File: config.mk
export PLATFORM = sky130hd
export DESIGN_NAME = mod_down_timer_flat
export DESIGN_NICKNAME = d
export VERILOG_FILES = /design/src/rtl/mod_down_timer_pkg.sv /design/src/rtl/mod_down_timer_if.sv /design/src/rtl/mod_down_timer.sv /design/src/flat_wrapper.sv
export SDC_FILE = /design/constraint.sdc
export NUM_CORES = 1
export LEC_CHECK = 0
export BUFFER_PORTS_ARGS = -buffer_cell sky130_fd_sc_hd__buf_2
export CAP_MARGIN = 20
export CELL_PAD_IN_SITES_DETAIL_PLACEMENT = 0
export CELL_PAD_IN_SITES_GLOBAL_PLACEMENT = 1
export CORE_AREA = 10 10 55 57
export CTS_CLUSTER_DIAMETER = 30
export CTS_CLUSTER_SIZE = 12
export DETAILED_ROUTE_END_ITERATION = 12
export DIE_AREA = 0 0 65 67
export GPL_TIMING_DRIVEN = 0
export PLACE_DENSITY = 0.82
export SLEW_MARGIN = 20
export SYNTH_ARGS = -nofsm -noshare
export SYNTH_HDL_FRONTEND = slang
export SYNTH_SLANG_ARGS = --single-unit
File: constraint.sdc
create_clock -name clk -period 3 [get_ports clk]
set_clock_uncertainty 0.2 [all_clocks]
set_input_delay 0.15 -clock clk [delete_from_list [all_inputs] [get_ports clk]]
set_output_delay 0.15 -clock clk [all_outputs]
set_load 0.02 [all_outputs]
File: src/rtl/mod_down_timer_pkg.sv
// Shared definitions for the lab counters: FSM state encoding and the
// up-counter modulus from which the down-timer's default MAX is derived.
package mod_down_timer_pkg;

  typedef enum logic [1:0] {
    IDLE = 2'b00,
    RUN  = 2'b01,
    HOLD = 2'b10,
    DONE = 2'b11
  } state_t;

  // Modulus of the companion mod-13 up-counter.
  localparam int unsigned UP_MODULUS = 13;

  // Largest legal down-timer count, one below the up-counter modulus.
  localparam int unsigned DEF_MAX = UP_MODULUS - 1;

endpackage

File: src/rtl/mod_down_timer_if.sv
// Control/status bundle of the down-timer. The master drives the load/start/
// pause controls; the slave (the timer) returns count and status.
interface mod_down_timer_if #(
  parameter int unsigned WIDTH = 4
);

  logic             load;
  logic [WIDTH-1:0] din;
  logic             start;
  logic             pause;
  logic [WIDTH-1:0] Q;
  logic             tc;
  logic             busy;
  logic             done;

  modport master (
    output load, din, start, pause,
    input  Q, tc, busy, done
  );

  modport slave (
    input  load, din, start, pause,
    output Q, tc, busy, done
  );

endinterface

File: src/rtl/mod_down_timer.sv
// Loadable modulo down-counter/timer. Counts a preset down to zero, pulses tc
// on the edge that reaches zero, then either parks in DONE or reloads.
module mod_down_timer
  import mod_down_timer_pkg::*;
#(
  parameter int unsigned WIDTH       = 4,
  parameter int unsigned MAX         = DEF_MAX,
  parameter bit          AUTO_RELOAD = 1'b0
) (
  input  logic              clk,
  input  logic              clr,
  mod_down_timer_if.slave   bus
);

  localparam logic [WIDTH-1:0] MAX_W = WIDTH'(MAX);
  localparam logic [WIDTH-1:0] ONE   = WIDTH'(1);

  state_t           state;
  state_t           state_nxt;
  logic [WIDTH-1:0] q;
  logic [WIDTH-1:0] rl;
  logic             tc_r;
  logic [WIDTH-1:0] din_c;

  // Presets above MAX are clamped so that Q <= rl <= MAX always holds.
  assign din_c = (bus.din > MAX_W) ? MAX_W : bus.din;

  // State register.
  always_ff @(posedge clk or posedge clr) begin
    if (clr) state <= IDLE;
    else     state <= state_nxt;
  end

  // Next-state logic; load overrides every state and every other request.
  always_comb begin
    state_nxt = state;
    if (bus.load) begin
      state_nxt = IDLE;
    end else begin
      unique case (state)
        IDLE: if (bus.start && (q != '0)) state_nxt = RUN;
        RUN: begin
          if (bus.pause)                     state_nxt = HOLD;
          else if ((q == ONE) && !AUTO_RELOAD) state_nxt = DONE;
        end
        HOLD: if (bus.start)                   state_nxt = RUN;
        DONE: if (bus.start && (rl != '0))     state_nxt = RUN;
        default: state_nxt = IDLE;
      endcase
    end
  end

  // Count, reload register and terminal-count pulse. tc defaults low so it
  // can only ever last one cycle and is never raised by load or reload.
  always_ff @(posedge clk or posedge clr) begin
    if (clr) begin
      q    <= '0;
      rl   <= MAX_W;
      tc_r <= 1'b0;
    end else begin
      tc_r <= 1'b0;
      if (bus.load) begin
        q  <= din_c;
        rl <= din_c;
      end else begin
        unique case (state)
          RUN: begin
            if (!bus.pause) begin
              if (q == '0) begin
                q <= rl;
              end else begin
                q    <= q - ONE;
                tc_r <= (q == ONE);
              end
            end
          end
          DONE: if (bus.start && (rl != '0)) q <= rl;
          default: ;
        endcase
      end
    end
  end

  // Status outputs.
  always_comb begin
    bus.Q    = q;
    bus.tc   = tc_r;
    bus.busy = (state == RUN) || (state == HOLD);
    bus.done = (state == DONE);
  end

endmodule

File: src/flat_wrapper.sv
// flat-port wrapper written by rule: the top's interface ports become plain ports
module mod_down_timer_flat import mod_down_timer_pkg::*;
#(
  parameter int unsigned WIDTH       = 4,
  parameter int unsigned MAX         = DEF_MAX,
  parameter bit          AUTO_RELOAD = 1'b0
)
  (clk, clr, bus_load, bus_din, bus_start, bus_pause, bus_Q, bus_tc, bus_busy, bus_done);
  mod_down_timer_if #(.WIDTH(WIDTH)) bus_i ();
  input  logic clk;
  input  logic clr;
  input wire logic [$bits(bus_i.load)-1:0] bus_load;
  input wire logic [$bits(bus_i.din)-1:0] bus_din;
  input wire logic [$bits(bus_i.start)-1:0] bus_start;
  input wire logic [$bits(bus_i.pause)-1:0] bus_pause;
  output wire logic [$bits(bus_i.Q)-1:0] bus_Q;
  output wire logic [$bits(bus_i.tc)-1:0] bus_tc;
  output wire logic [$bits(bus_i.busy)-1:0] bus_busy;
  output wire logic [$bits(bus_i.done)-1:0] bus_done;
  assign bus_i.load = bus_load;
  assign bus_i.din = bus_din;
  assign bus_i.start = bus_start;
  assign bus_i.pause = bus_pause;
  assign bus_Q = bus_i.Q;
  assign bus_tc = bus_i.tc;
  assign bus_busy = bus_i.busy;
  assign bus_done = bus_i.done;
  mod_down_timer #(.WIDTH(WIDTH), .MAX(MAX), .AUTO_RELOAD(AUTO_RELOAD)) u_core (.clk(clk), .clr(clr), .bus(bus_i));
endmodule
==> results of run 1 <==
-- how the worst max path moves through the flow --
stage,from,slack [ns],end
3_3_place_gp,u_core.bus.Q[0],0.95,u_core.state[1]
4_1_cts,u_core.bus.Q[0],0.91,u_core.state[1]
5_1_grt,u_core.bus.Q[0],0.75,u_core.state[1]
2_1_floorplan,u_core.state[0],1.05,u_core.bus.Q[2]
3_5_place_dp,u_core.bus.Q[0],0.93,u_core.state[1]
6_report,u_core.bus.Q[0],0.96,u_core.state[1]
-- kinds of logic after synthesis --
| family | share of synthesized area, % |
|---|---|
| simple gates | 20.0 |
| compound gates | 23.3 |
| buf+inv | 5.66 |
| flops | 36.9 |
| fa+ha+maj | 9.98 |
| mux | 2.99 |
| xor+xnor | 1.16 |
-- worst min-delay path: stages --
cell      delay (ns)
clkbuf_1        0.19
nand2_1         0.14
nand2_1         0.05
-- through the flow --
stage | std cells | cell area, um2
after floorplan | 79 | 752
after global placement | 120 | 856
after detailed placement | 120 | 856
after CTS | 130 | 942
after global routing | 130 | 942
final | 130 | 942
-- Yosys cell counts --
cell type	count
dfrtp_1	9
a21boi_0	1
and2_4	1
o21a_1	1
o21ba_2	1
a311oi_1	1
or2b_1	1
nor4bb_1	1
inv_1	8
nor4b_1	1
o41ai_2	1
dfstp_2	2
o21ai_0	3
clkbuf_1	1
mux2_2	2
nor2_1	5
o22ai_1	1
a221oi_2	2
nor3_1	1
a31oi_1	1
o21bai_1	2
a21oi_1	1
nor3b_2	1
buf_2	1
nor2_2	1
o31a_1	1
or3_1	1
buf_1	1
xor2_1	1
nand2b_1	2
a221oi_1	2
ha_1	6
o21ai_1	1
o31ai_1	1
or3b_2	1
o2bb2ai_1	1
nand2_1	8
nand3_1	3
-- power breakdown --
part           internal [mW]  total, mW  switching [mW]
sequential             0.191      0.248          0.0571
combinational          0.180      0.401           0.222
clock                 0.0515      0.102          0.0507
total                  0.422      0.751           0.330
-- per-layer routing --
layer	vias to the layer above	wire [um]	global-route usage, %	share of wire, %
met1	288	824	9.92	48
met2	13	789	13.8	46
met4	0	19	3.21	1.1
li1	331	-	-	-
met5	-	0	0	0
met3	5	90	2.68	5.2
-- state kept, by name, indices dropped and copies added, names as in the netlist --
register       count
u_core.bus.tc      1
u_core.rl          4
u_core.state       2
u_core.bus.Q       4
-- cell type report --
class                           count  share of cell area [%]
Buffer                              3                    1.33
Clock buffer                        4                    2.79
Inverter                            8                    3.19
Multi-Input combinational cell     57                    45.8
Sequential cell                    11                    29.5
Tap cell                           27                    3.59
Timing Repair Buffer               20                    13.8
-- what timing repair did --
item / in CTS / in global routing
hold buffers: 6 / 0
hold endpoints to repair: 16 / 0
resized for setup: 0 / 0
-- cells in the final DEF (no fill, tap or decap), types with 3 or more instances in the layout --
cell and instances:
nand2_1 8, buf_2 15, dfrtp_1 9, nand3_1 3, dlygate4sd3_1 6, ha_1 6, o21ai_0 3, inv_1 8
nor2_1 5, clkbuf_4 3
==> key figures, run 1 <==
Layout
  – Fill count: 208
  – Register area: about 280 um2
  – Final Core Density: between 40% and 50%
  – Synth-to-Final Area Change: 25.3%
  – Layout cells sized above 1: between 20% and 30%
  – Nets: roughly 120
  – Multi-input gate area: roughly 430 um2
  – # diodes: 0

Placement
  – Post-detail-place hpwl: between 1000 and 1500 um
  – GP Congestion: approximately 0.75
  – Port Buffer Count: 14
  – Pre-CTS WS: a little over 0.9 ns

Floorplanning
  – I/O pin cnt: 16
  – Die H: about 67 um
  – DIE AREA: between 4000 and 5000 um2
  – # rows: 16
  – Initial Util: about two fifths
  – Core area: 1940 um2
  – Die Wd: between 60 and 70 um

Worst setup path
  – Max FO, Critical Path: 7
  – CP Buf/Inv Count: 1
  – Reg2reg path depth: 6
  – Worst Setup End Kind: flop
  – Crit Reg-Reg Startpoint: u_core.bus.Q[0]
  – Worst setup SP type: flop
  – CP peak stage delay: approximately 0.46 ns
  – Slowest-stage cell, CP: dfrtp_1
  – Critical path arrival: 2.02 ns
  – Reg2reg setup slack: slightly below 1 ns
  – RR Endpoint: u_core.state[1]
  – Critical Path Stages: 6
  – Worst path required time: slightly below 3 ns
  – CP delay by family, top: simple AND/OR/NAND/NOR gates
  – Crit-path cells: inv_1 > ha_1 > nor3b_2 > a21oi_1 > and2_4 > a221oi_2
  – Setup CP Type: reg2reg

Min path
  – Worst Hold Class: in2reg
  – Worst Hold Path EP: u_core.rl[3]
  – Hold Crit Depth: 3
  – Worst hold start: bus_load

STA
  – Fin crit period: just over 2 ns
  – Setup violations, final: 0
  – Final worst path period share: 68.0%
  – Worst setup margin: 0.961 ns
  – Post-route setup TNS: 0 ns
  – Slew Viols, Final: 0
  – Unrepaired setup endpoints after global routing: no
  – Worst slew pin tran: roughly 0.45 ns
  – Fmax: 490 MHz
  – Fin. Hold Viols: 0
  – Slew HR: 70.0%
  – Min Hold Slack: about 0.06 ns

Synth
  – Yosys top cell area share: around 30%
  – YS warnings: 0
  – #FFs+latches synth: 11
  – Area contributors post-synth: dfrtp_1, ha_1, dfstp_2, a221oi_2, inv_1
  – Sequential fraction of the synthesis area: 36.9%
  – Synth area leader: dfrtp_1
  – Mean Syn Cell Area: around 9.5 um2
  – Post-Syn Area: 752 um2
  – Synth unique cells: 38
  – Syn_nets: 94
  – Post-Syn Instances: a little under 80

Power
  – Pwr/cell area: 798 nW/um2
  – Max VDD drop: between 0.3 and 0.4 mV
  – Tot Pwr: approximately 750 uW
  – Leak: between 0.4 and 0.5 nW

CTS
  – Number of H-tree levels: 1
  – CTS tree: built
  – Clk_lat worst skew: about 0.27 ns
  – Clock-pin slew on the worst setup and hold paths: about 0.070 ns
  – Total CTS buffers: 3
  – Root buf cell: clkbuf_4
  – Post-CTS setup buffer count: 0
  – Clock Path Buffers: 2
  – Clock sink count: 11

Run status
  – Status: completed

Global routing
  – Number of global-route vias before repair: 662
  – First-pass GRT wire length: between 2000 and 3000 um
  – Largest net degree at the start of global routing: 12
  – Overall Global Routing Usage: 8.38%
  – GRT overflow: 0
  – Initial antenna violation count: 0

Detailed routing
  – Remaining DRCs: 0
  – Final ANT Viol Nets: 0
  – Vias per cell: 4.90
  – DR WL/cell: approximately 13 um
  – Detailed Route Iter0 Violations: 12
  – Pre-Repair DR Iteration Count: 4
  – Total number of vias: about 640
  – Final WL: approximately 1700 um

Job
  – Max-Cap Viols: 0
Note: power is estimated with default switching activity, not from simulation.
==> run 2, diff against run 1 <==
--- a/config.mk
+++ b/config.mk
@@ -5,17 +5,18 @@
 export SDC_FILE = /design/constraint.sdc
 export NUM_CORES = 1
 export LEC_CHECK = 0
+export ABC_AREA = 1
 export BUFFER_PORTS_ARGS = -buffer_cell sky130_fd_sc_hd__buf_2
 export CAP_MARGIN = 20
 export CELL_PAD_IN_SITES_DETAIL_PLACEMENT = 0
 export CELL_PAD_IN_SITES_GLOBAL_PLACEMENT = 1
-export CORE_AREA = 10 10 55 57
+export CORE_AREA = 10 10 74 51
 export CTS_CLUSTER_DIAMETER = 30
 export CTS_CLUSTER_SIZE = 12
 export DETAILED_ROUTE_END_ITERATION = 12
-export DIE_AREA = 0 0 65 67
+export DIE_AREA = 0 0 84 61
 export GPL_TIMING_DRIVEN = 0
-export PLACE_DENSITY = 0.82
+export PLACE_DENSITY = 0.78
 export SLEW_MARGIN = 20
 export SYNTH_ARGS = -nofsm -noshare
 export SYNTH_HDL_FRONTEND = slang
==> constraint.sdc (replaced) <==
create_clock -name clk -period 1.82 [get_ports clk]
set_clock_uncertainty 0.2 [all_clocks]
set_input_delay 0.091 -clock clk [delete_from_list [all_inputs] [get_ports clk]]
set_output_delay 0.091 -clock clk [all_outputs]
set_load 0.02 [all_outputs]
==> run 2 against run 1 <==
- register-to-register slack got worse by 0.80 ns
- total power increased by 95%
- combinational power increased by 100%
- sequential share of layout area decreased by 1.7 points
- synthesized cell count increased by 35%
==> key figures, run 2 <==
Synth
  – Synth unique cells: 20 (-47%)
  – Post-Syn Instances: 107 (+35%)
  – Number of synthesized flops with an enable pin: 0 (unchanged)
  – Sequential fraction of the synthesis area: 35.9% (-1.0 points)
  – Mean Syn Cell Area: 7.23 um2 (-24%)
  – Area contributors post-synth: dfrtp_1, nand2_1, ha_1, nand3_1, dfstp_2
  – Post-Syn Area: 773 um2 (+2.8%)
  – YS warnings: 0 (unchanged)
  – Syn_nets: 122 (+30%)
  – #FFs+latches synth: 11 (unchanged)
  – Count leader, synth: nand2_1
  – Yosys top cell area share: 29.1% (-0.82 points)
  – Top FF cell, synth: dfrtp_1
  – Ys async rst share: 100% (unchanged)
  – Commonest cells in the netlist: nand2_1, nand3_1, inv_1
  – Synth area leader: dfrtp_1

STA
  – Worst setup margin: 0.164 ns (-0.796 ns)
  – Min Hold Slack: 0.0655 ns (+0.00376 ns)
  – Final worst path period share: 91.0% (+23 points)
  – Worst slew pin tran: 0.428 ns (-0.0224 ns)
  – Slew Viols, Final: 0 (unchanged)
  – Unrepaired setup endpoints after global routing: no
  – Post-route setup TNS: 0 ns (unchanged)
  – Fin. Hold Viols: 0 (unchanged)
  – Setup violations, final: 0 (unchanged)
  – Fmax: 604 MHz (+23%)
  – Slew HR: 71.4% (+1.5 points)
  – Fin crit period: 1.66 ns (-0.384 ns)

Power
  – Net Sw Power: 695 uW (+110%)
  – Pwr/cell area: 1470 nW/um2 (+84%)
  – Max VDD drop: 0.743 mV (+140%)
  – Power share of the sequential group: 28.4% (-4.6 points)
  – Clock share of power: 16.9% (+3.3 points)
  – Leak: 0.551 nW (+25%)
  – Switching Fraction: 47.3% (+3.5 points)
  – Int Power: 773 uW (+83%)
  – Logic gate share of total power: 54.7% (+1.3 points)
  – Tot Pwr: 1.47 mW (+95%)

Placement
  – Post-DP Area: 883 um2 (+3.2%)
  – Pre-CTS WS: 0.164 ns (-0.766 ns)
  – Placed insts: 153 (+28%)
  – Port Buffer Count: 14 (unchanged)
  – Post-detail-place hpwl: 1630 um (+22%)
  – GP Congestion: 0.795 (+6.5%)

CTS
  – Root buf cell: clkbuf_8
  – Clock-pin slew on the worst setup and hold paths: 0.05 ns (-0.02 ns)
  – Clock sink count: 11 (unchanged)
  – PostCTS Resize Cnt: 0 (unchanged)
  – Post-CTS setup buffer count: 0 (unchanged)
  – CTS tree: built
  – Clock Path Buffers: 2 (unchanged)
  – Number of H-tree levels: 1 (unchanged)
  – Total CTS buffers: 3 (unchanged)
  – Clk_lat worst skew: 0.24 ns (-0.03 ns)
  – # hold bufs at CTS: 7 (+1)

Global routing
  – First-pass GRT wire length: 3490 um (+20%)
  – Overall Global Routing Usage: 8.45% (+0.065 points)
  – GRT overflow: 0 (unchanged)
  – Initial antenna violation count: 0 (unchanged)
  – Largest net degree at the start of global routing: 12 (unchanged)
  – Number of global-route vias before repair: 743 (+12%)

Worst setup path
  – Worst Setup End Kind: flop
  – Worst path required time: 1.75 ns (-1.23 ns)
  – Slowest-stage cell, CP: dfrtp_1
  – Max FO, Critical Path: 5 (-2)
  – Crit-path cells: inv_1 > ha_1 > inv_1 > nand2_1 > nand3_1 > nand3_1 > nand2_1 > nand2_1 > o21ai_1
  – Setup CP Type: reg2reg
  – Critical path arrival: 1.58 ns (-0.44 ns)
  – Worst setup SP type: flop
  – Crit-path most repeated cell: nand2_1
  – CP peak stage delay: 0.43 ns (-0.03 ns)

Layout
  – Layout cells sized above 1: 20.5% (-8.7 points)
  – Biggest regs: u_core.bus.Q: 4 flops, u_core.rl: 4 flops, u_core.state: 2 flops
  – Nets: 148 (+24%)
  – Fin area: 998 um2 (+6.0%)
  – Final Core Density: 41.3% (-7.2 points)
  – Most used cells in the layout excluding fill and tap cells: nand2_1, nand3_1, buf_2, inv_1, dfrtp_1
  – Final std cells w/o fill: 164 (+26%)
  – Most common cell after layout, fill and taps aside: nand2_1
  – # diodes: 0 (unchanged)
  – Synth-to-Final Area Change: 29.1%

Detailed routing
  – Pre-Repair DR Iteration Count: 4 (unchanged)
  – Total number of vias: 761 (+19%)
  – Final ANT Viol Nets: 0 (unchanged)
  – Vias per cell: 4.64 (-5.3%)
  – Post-Route M1 WL: 1030 um (+25%)
  – Metal3 WL: 148 um (+64%)
  – Remaining DRCs: 0 (unchanged)
  – Detailed Route Iter0 Violations: 64 (+52)
  – Final WL: 2020 um (+17%)
  – Top sig layer: met4
  – Met2 wire length: 826 um (+4.7%)
  – DR WL/cell: 12.3 um (-7.2%)

Floorplanning
  – Core area: 2420 um2 (+24%)
  – Initial Util: 32.0% (-6.7 points)
  – # rows: 14 (-2)
  – I/O pin cnt: 16 (unchanged)
  – Die Wd: 84 um (+29%)
  – Die H: 61 um (-9.0%)
  – DIE AREA: 5120 um2 (+18%)

Min path
  – Worst Hold Class: in2reg

Run status
  – Status: completed

Job
  – Max-Cap Viols: 0 (unchanged)
==> run 2: changes by cell type after synthesis, moves of 2 or more <==
cell,previous run,this run
nand2b_1,2,0
nand2_1,8,38
nand2_2,0,3
inv_1,8,13
a221oi_2,2,0
a21oi_1,1,3
nand3_1,3,15
a221oi_1,2,0
mux2_2,2,0
==> run 2: cell type report <==
| type | count | area (um2) |
|---|---|---|
| timing repair buffer | 21 | 140 |
| inverter | 14 | 52.6 |
| tap | 32 | 40.0 |
| clock buffer | 4 | 45.0 |
| buffer | 2 | 25.0 |
| sequential | 11 | 278 |
| multi-input combinational | 80 | 418 |
| fill | 255 | 1420 |
==> run 2: power by group through the flow <==
stage / clock network (mW) / registers [mW] / logic [mW]
2_1_floorplan: 0 / 0.454 / 0.549
3_3_place_gp: 0 / 0.417 / 0.783
3_5_place_dp: 0 / 0.422 / 0.798
4_1_cts: 0.259 / 0.420 / 0.817
5_1_grt: 0.264 / 0.431 / 0.929
6_report: 0.248 / 0.417 / 0.802
==> run 2: cell families after synthesis <==
logic type / count (synthesis) / synth area share [%]
AOI/OAI and AO/OA: 10 / 7.12
adders and majority gates: 6 / 9.71
buffers and inverters: 16 / 10.0
DFF: 11 / 35.9
and+or+nand+nor: 64 / 37.2
==> run 2: worst paths after layout <==
kind / start / endpoint / slack [ns] / depth (start not counted)
worst max-delay path: u_core.bus.Q[0] / u_core.bus.Q[2] / 0.16 / 9
worst min-delay path: bus_din[2] / u_core.bus.Q[2] / 0.07 / 5
worst max register to register: u_core.bus.Q[0] / u_core.bus.Q[2] / 0.16 / 9
worst min register to register: u_core.rl[3] / u_core.rl[3] / 0.31 / 2
max in group asynchronous: clr / u_core.rl[2] / 0.90 / 3
min in group asynchronous: clr / u_core.rl[0] / 0.19 / 3
==> run 2: critical path, delay by kind of cell, from the launching register on <==
kind,cells,cell delay [ns]
flops,1,0.43
simple gates,5,0.37
fa+ha+maj,1,0.29
buf+inv,2,0.19
compound gates,1,0.06
==> run 2: per-layer routing <==
layer  vias to the layer above  GRT usage [%]
met5                         -              0
met2                        21           12.9
met4                         0           1.43
li1                        389              -
met3                         2           3.34
met1                       349           11.1
